===== src/rtl/freq_divider_mc.sv =====
// rtl/freq_divider_mc.sv - multi-channel programmable clock divider with per-channel period, high time and phase
module freq_divider_mc #(
  parameter int NCH   = 4,
  parameter int WIDTH = 32,
  parameter int CHW   = (NCH > 1) ? $clog2(NCH) : 1
) (
  input  logic             Clk,
  input  logic             Reset,
  input  logic [WIDTH-1:0] Din,
  input  logic             CfgWr,
  input  logic [CHW-1:0]   CfgCh,
  input  logic [1:0]       CfgField,
  input  logic [NCH-1:0]   Enable,
  output logic [NCH-1:0]   ClkOut,
  output logic [NCH-1:0]   Tick,
  output logic             CfgErr
);

  localparam logic [1:0]       FIELD_PERIOD = 2'd0;
  localparam logic [1:0]       FIELD_HIGH   = 2'd1;
  localparam logic [1:0]       FIELD_PHASE  = 2'd2;
  localparam logic [WIDTH-1:0] MIN_PERIOD   = WIDTH'(2);
  localparam logic [WIDTH-1:0] ONE          = WIDTH'(1);
  localparam logic [CHW:0]     NCH_W        = (CHW+1)'(NCH);

  logic [WIDTH-1:0] period_q [NCH];
  logic [WIDTH-1:0] high_q   [NCH];
  logic [WIDTH-1:0] phase_q  [NCH];
  logic [WIDTH-1:0] cnt_q    [NCH];
  logic [NCH-1:0]   run_q;

  logic [WIDTH-1:0] start_v  [NCH];
  logic [WIDTH-1:0] next_v   [NCH];
  logic [WIDTH-1:0] cnt_d    [NCH];
  logic [NCH-1:0]   clk_d;
  logic [NCH-1:0]   tick_d;
  logic [NCH-1:0]   sel;
  logic             ch_busy;
  logic             ch_valid;
  logic             wr_ok;

  // Decode by loop so an out-of-range CfgCh never indexes past Enable.
  always_comb begin
    sel     = '0;
    ch_busy = 1'b0;
    for (int i = 0; i < NCH; i++) begin
      if (CfgCh == CHW'(i)) begin
        sel[i]  = 1'b1;
        ch_busy = Enable[i] | run_q[i];
      end
    end
    ch_valid = {1'b0, CfgCh} < NCH_W;
    wr_ok    = CfgWr && ch_valid && (CfgField != 2'd3) && !ch_busy;
  end

  always_comb begin
    for (int i = 0; i < NCH; i++) begin
      start_v[i] = (phase_q[i] < period_q[i]) ? phase_q[i] : '0;
      next_v[i]  = (cnt_q[i] == period_q[i] - ONE) ? '0 : cnt_q[i] + ONE;
      if (!Enable[i])
        cnt_d[i] = '0;
      else if (!run_q[i])
        cnt_d[i] = start_v[i];
      else
        cnt_d[i] = next_v[i];
      clk_d[i]  = Enable[i] && (cnt_d[i] < high_q[i]);
      tick_d[i] = Enable[i] && (cnt_d[i] == '0);
    end
  end

  always_ff @(posedge Clk or posedge Reset) begin
    if (Reset) begin
      for (int i = 0; i < NCH; i++) begin
        period_q[i] <= MIN_PERIOD;
        high_q[i]   <= ONE;
        phase_q[i]  <= '0;
        cnt_q[i]    <= '0;
      end
      run_q  <= '0;
      ClkOut <= '0;
      Tick   <= '0;
      CfgErr <= 1'b0;
    end else begin
      run_q  <= Enable;
      ClkOut <= clk_d;
      Tick   <= tick_d;
      CfgErr <= CfgWr && !wr_ok;
      for (int i = 0; i < NCH; i++) begin
        cnt_q[i] <= cnt_d[i];
        // Writes only land on idle channels, so a running counter never sees its config move.
        if (wr_ok && sel[i]) begin
          case (CfgField)
            FIELD_PERIOD: period_q[i] <= (Din < MIN_PERIOD) ? MIN_PERIOD : Din;
            FIELD_HIGH:   high_q[i]   <= Din;
            FIELD_PHASE:  phase_q[i]  <= Din;
            default: ;
          endcase
        end
      end
    end
  end

endmodule


===== config.mk =====
export PLATFORM = sky130hd
export DESIGN_NAME = freq_divider_mc
export DESIGN_NICKNAME = d
export VERILOG_FILES = /design/src/rtl/freq_divider_mc.sv
export SDC_FILE = /design/constraint.sdc
export NUM_CORES = 2
export LEC_CHECK = 0
export ABC_CLOCK_PERIOD_IN_PS = 45700
export CORE_ASPECT_RATIO = 0.6
export CORE_UTILIZATION = 65
export CTS_CLUSTER_SIZE = 40
export DETAILED_ROUTE_END_ITERATION = 16
export PLACE_DENSITY_LB_ADDON = 0.3
export SYNTH_ARGS = -nofsm -noshare
export SYNTH_HDL_FRONTEND = slang
export SYNTH_SLANG_ARGS = --single-unit

===== constraint.sdc =====
create_clock -name Clk -period 45.7 [get_ports Clk]
set_input_delay 4.57 -clock Clk [delete_from_list [all_inputs] [get_ports Clk]]
set_output_delay 4.57 -clock Clk [all_outputs]
set_load 0.1 [all_outputs]

; ---- Word-level counts from Yosys, hierarchy flattened
; Cells that the tools add are included.
[totals]
register_bits = 525
latchBits = 0
ram_bits = 0
romBits = 0
input_bits = 43
output_inout_bits = 9
word_cells = 111
mem_count = 0
[classes]
add_sub_neg = 8
multipliers = 0
n_div = 0
n_lt_le_gt_ge = 9
eq_ne = 10
n_shift = 0
muxes = 25
bitwise = 4
n_reduce_logical = 35
[ops]
columns = op, count
row1 = 2-to-1 mux 32 bit, 17
row2 = < comparator 32 bit, 8
row3 = adder 32 x 1 -> 32 bit (second input constant), 4
row4 = == test 32 bit, 4
row5 = zero test 32 bit, 4
row6 = subtractor 32 x 1 -> 32 bit (second input constant), 4
row7 = < comparator 32 x 2 -> 1 bit (second input constant), 1
row8 = AND reduction 2 bit, 12
row9 = logical AND 1 bit, 15
row10 = 2-to-1 mux 1 bit, 8
row11 = == test 2 bit (second input constant), 3
row12 = == test 2 x 1 -> 1 bit (second input constant), 2
row13 = zero test 2 bit, 2
row14 = bitwise OR 1 bit, 4
row15 = zero test 1 bit, 2
row16 = != test 2 bit (second input constant), 1

; ---- Logic depth before layout (Yosys ltp)
[depth]
depth_word = 9
ltp_mapped = 26
ltp_nobuf = 23

; ---- Worst setup path before layout
; No wires, ideal clock.
[synth_timing]
path_type = input to register
from = input Enable[3]
to = register ClkOut[3]
setup_time_ns = 0.082
arrival_time_ns = 7.818
required_time_ns = 45.618
path_slack_ns = 37.800
stages = 18
n_path_buf = 4
path_cell_list = clkbuf_1 > and4_1 > clkbuf_1 > clkbuf_1 > clkbuf_1 > nand2_1 > o21ai_0 > ha_1 > a21o_1 > a21o_1 > a21o_1 > a21o_1 > a21oi_1 > nor2_1 > a211oi_1 > o311ai_0 > or3_1 > o22ai_1
[synth_lines]
columns = element, line_no
row1 = from (decl), 13  ; input logic [NCH-1:0] Enable,
row2 = to (signal assigned), 85  ; ClkOut <= clk_d;
row3 = to (decl), 14  ; output logic [NCH-1:0] ClkOut,

==> impl_metrics.env <==
export IMPL_layout_nets=3809
export IMPL_power_density_nw_per_um2=44.80
export IMPL_port_buffers=51
export IMPL_synth_ff_type="dfrtp_1"
export IMPL_synth_top_area_share_pct=38.80
export IMPL_viasPerCell=6.735
export IMPL_start_kind="input pin"
export IMPL_hpwl_um=79650
export IMPL_die_h_um=177.4
export IMPL_setup_slack_ns=37.53
export IMPL_ant_nets=0
export IMPL_drive_gt1_share_pct=12.47
export IMPL_r2r_start="period_q[102]$_DFFE_PP0P_"
export IMPL_grt_util_all_layers_pct=43.28
export IMPL_rrSetupSlack_ns=38.18
export IMPL_hold_ws_ns=0.5055
export IMPL_critPathSlowestCell="and4_1"
export IMPL_cp_cell_sequence="clkdlybuf4s50_1 -> and4_1 -> nand2_1 -> o21ai_0 -> ha_1 -> a21o_1 -> a21o_1 -> a21o_1 -> a21o_1 -> a21oi_1 -> nor2_1 -> a211oi_1 -> o311ai_0 -> or3_1 -> o22ai_1"
export IMPL_fin_crit_sh_pct=17.89
export IMPL_p_total_mw=1.629
export IMPL_synth_edff_count=0
export IMPL_cts_setup_buffers=0
export IMPL_setup_viol=0
export IMPL_ir_drop_mv=0.03972
export IMPL_boundaryPins=52
export IMPL_area_delta_synth_final_pct=9.084
export IMPL_drc=0
export IMPL_synth_common_cells="dfrtp_1, nand2_1, inv_1, o21ai_0, mux2_2"
export IMPL_clock_path_buffers=3
export IMPL_p_clk_share_pct=29.1
export IMPL_grt_overflow=0
export IMPL_vias=28540
export IMPL_hold_end="high_q[30]$_DFFE_PP0P_"
export IMPL_synth_warnings=0
export IMPL_tritoncts="built"
export IMPL_die_x_um=294.4
export IMPL_power_leakage_nw=16.44
export IMPL_rr_worst_depth=20
export IMPL_std_cell_rows=63
export IMPL_ctsHtreeMaxLevel=2
export IMPL_syn_nets=3826
export IMPL_initial_core_util_pct=66.72
export IMPL_ys_ff_latch=525
export IMPL_synth_area_leaders="dfrtp_1, ha_1, mux2_2"
export IMPL_status="finished, final reports clean"
export IMPL_synth_seq_area_share_pct=39.43
export IMPL_cts_resized=0
export IMPL_insertion_delay_ns=0.61
export IMPL_async_flop_share_pct=100.0
export IMPL_ctsRootBufferMaster="clkbuf_16"
export IMPL_synth_cell_types=78
export IMPL_clk_pin_slew_ns=0.07
export IMPL_hp_start="high_q[30]$_DFFE_PP0P_"
export IMPL_crit_fanout=26
export IMPL_ctsHoldBuffers=0
export IMPL_dp_slack_ns=37.03
export IMPL_coreArea_um2=49980
export IMPL_timing_critical_path_mode_cell="a21o_1"
export IMPL_grt_max_degree=137
export IMPL_wl_per_cell_um=26.46
export IMPL_worst_pin_slew_ns=1.271
export IMPL_grt_pass1_vias=27060
export IMPL_r2r_end="ClkOut[0]$_DFF_PP0_"
export IMPL_max_slew_margin_rel_pct=14.97
export IMPL_max_freq_mhz=122.3
export IMPL_drt_pass1_iterations=6
export IMPL_cp_end_kind="register"
export IMPL_syn_inst=3527
export IMPL_gp_congestion=0.9907
export IMPL_required_ns=46.22
export IMPL_arrival_ns=8.70
export IMPL_antenna_found_initial=5
export IMPL_final_cell_area_um2=36370
export IMPL_die_area_um2=52240
export IMPL_rsz0062_at_grt="no"
export IMPL_critical_path_top_delay_family="simple AND/OR/NAND/NOR gates"
export IMPL_swShare_pct=36.95
export IMPL_drv_slew=0
export IMPL_hold_viol_final=0
export IMPL_routed_wl_um=112100
export IMPL_postSynthAreaPerCell_um2=9.454
export IMPL_synth_top_area_cell="dfrtp_1"
export IMPL_synth_most_common_cell="dfrtp_1"
export IMPL_internal_power_mw=1.027
export IMPL_combPwrFrac_pct=29.5
export IMPL_path_buf_inv=1
export IMPL_period_minus_slack_ns=8.175
export IMPL_whs_path_depth=1
export IMPL_numClockSinks=525
export IMPL_grt_pass1_wl_um=168600
export IMPL_sequentialPowerShare_pct=41.4
export IMPL_critical_path_class="input pin to register"
export IMPL_syn_cell_area_um2=33340
export IMPL_tns_ns=0
export IMPL_critPathMaxStageDelay_ns=0.99
export IMPL_cts_buffers=50
export IMPL_hold_path_class="register to register"
export IMPL_dpl_cell_area_um2=34510
export IMPL_maxCapViolCount=0
export IMPL_switchingPower_mw=0.6021
export IMPL_skew_ns=0.01575
export IMPL_first_iter_violations=3809
cell families after synthesis:
| group | Yosys count | synth area share [%] |
|---|---|---|
| DFF | 525 | 39.43 |
| adders and majority gates | 256 | 9.606 |
| muxes | 268 | 9.013 |
| and+or+nand+nor | 1062 | 16.32 |
| buffers and inverters | 463 | 5.257 |
| AOI/OAI and AO/OA | 670 | 12.90 |
| xor gates and xnor gates | 283 | 7.475 |
how the worst max path moves through the flow:
| stage | start | cells past startpoint | slack [ns] | end |
|---|---|---|---|---|
| after floorplan | Reset | 1 | 26.47 | CfgErr$_DFF_PP0_ |
| after global placement | Enable[3] | 15 | 37.07 | ClkOut[3]$_DFF_PP0_ |
| after detailed placement | Enable[3] | 15 | 37.03 | ClkOut[3]$_DFF_PP0_ |
| after CTS | Enable[3] | 15 | 37.63 | ClkOut[3]$_DFF_PP0_ |
| after global routing | Enable[3] | 15 | 37.29 | ClkOut[3]$_DFF_PP0_ |
| final | Enable[3] | 15 | 37.53 | ClkOut[3]$_DFF_PP0_ |
layer usage:
layer	track usage, %	part of all wire [%]	routed length (µm)	up-vias
met4	14.24	3.6	4009	0
met3	14.79	15	16280	243
met2	57.73	39	43630	1754
met5	0	0	0	-
met1	64.77	43	48230	13980
li1	-	-	-	12560
per-stage QoR:
stage | utilization, % | instances
detailed placement | 69.05 | 4140
CTS | 72.76 | 4234
finish | 72.78 | 4238
global route | 72.78 | 4237
floorplan | - | 3527
global placement | 69.05 | 4140
area by class of cell:
cell class              instances  area [µm²]
clock buffers                  60        1403
inverters                     291        1100
well taps                     682       853.3
clock inverters                34       452.9
fillers                      3678       13600
multi-input cells            2539       18490
flip-flops and latches        525       13150
repair buffers                103       913.4
diodes                          4       10.01
registers in the layout, indices dropped and copies added, names as in the netlist:
name and cells:
CfgErr 1, high_q 128, Tick 4, phase_q 128
run_q 4, period_q 128, cnt_q 128, ClkOut 4
power groups by stage:
stage	Combinational [mW]	Clock, mW	Sequential, mW
after detailed placement	0.463	0	0.673
after global placement	0.440	0	0.669
final	0.480	0.474	0.675
after CTS	0.469	0.475	0.666
after global routing	0.529	0.493	0.681
after floorplan	0.348	0	0.628
layout by cell type (no fill, tap or decap), drive strengths merged, types with 12 or more instances in the layout:
master           n
o2bb2ai         39
clkdlybuf4s50   51
dfrtp          517
or3             29
a21o            68
nor3            86
a22oi           15
nor2b           36
nor4            89
o211ai          18
buf             52
a31oi           20
inv            294
and4            22
o21ai          267
a21oi           93
nand3           97
nor2           147
xnor2          162
a211oi          28
nand4          107
or4             19
mux2           258
a2111oi         12
clkinvlp        13
ha             256
clkbuf          60
xor2           120
nand2          314
and3            35
and2            21
nand2b          20
(Power assumes the default switching activity.)
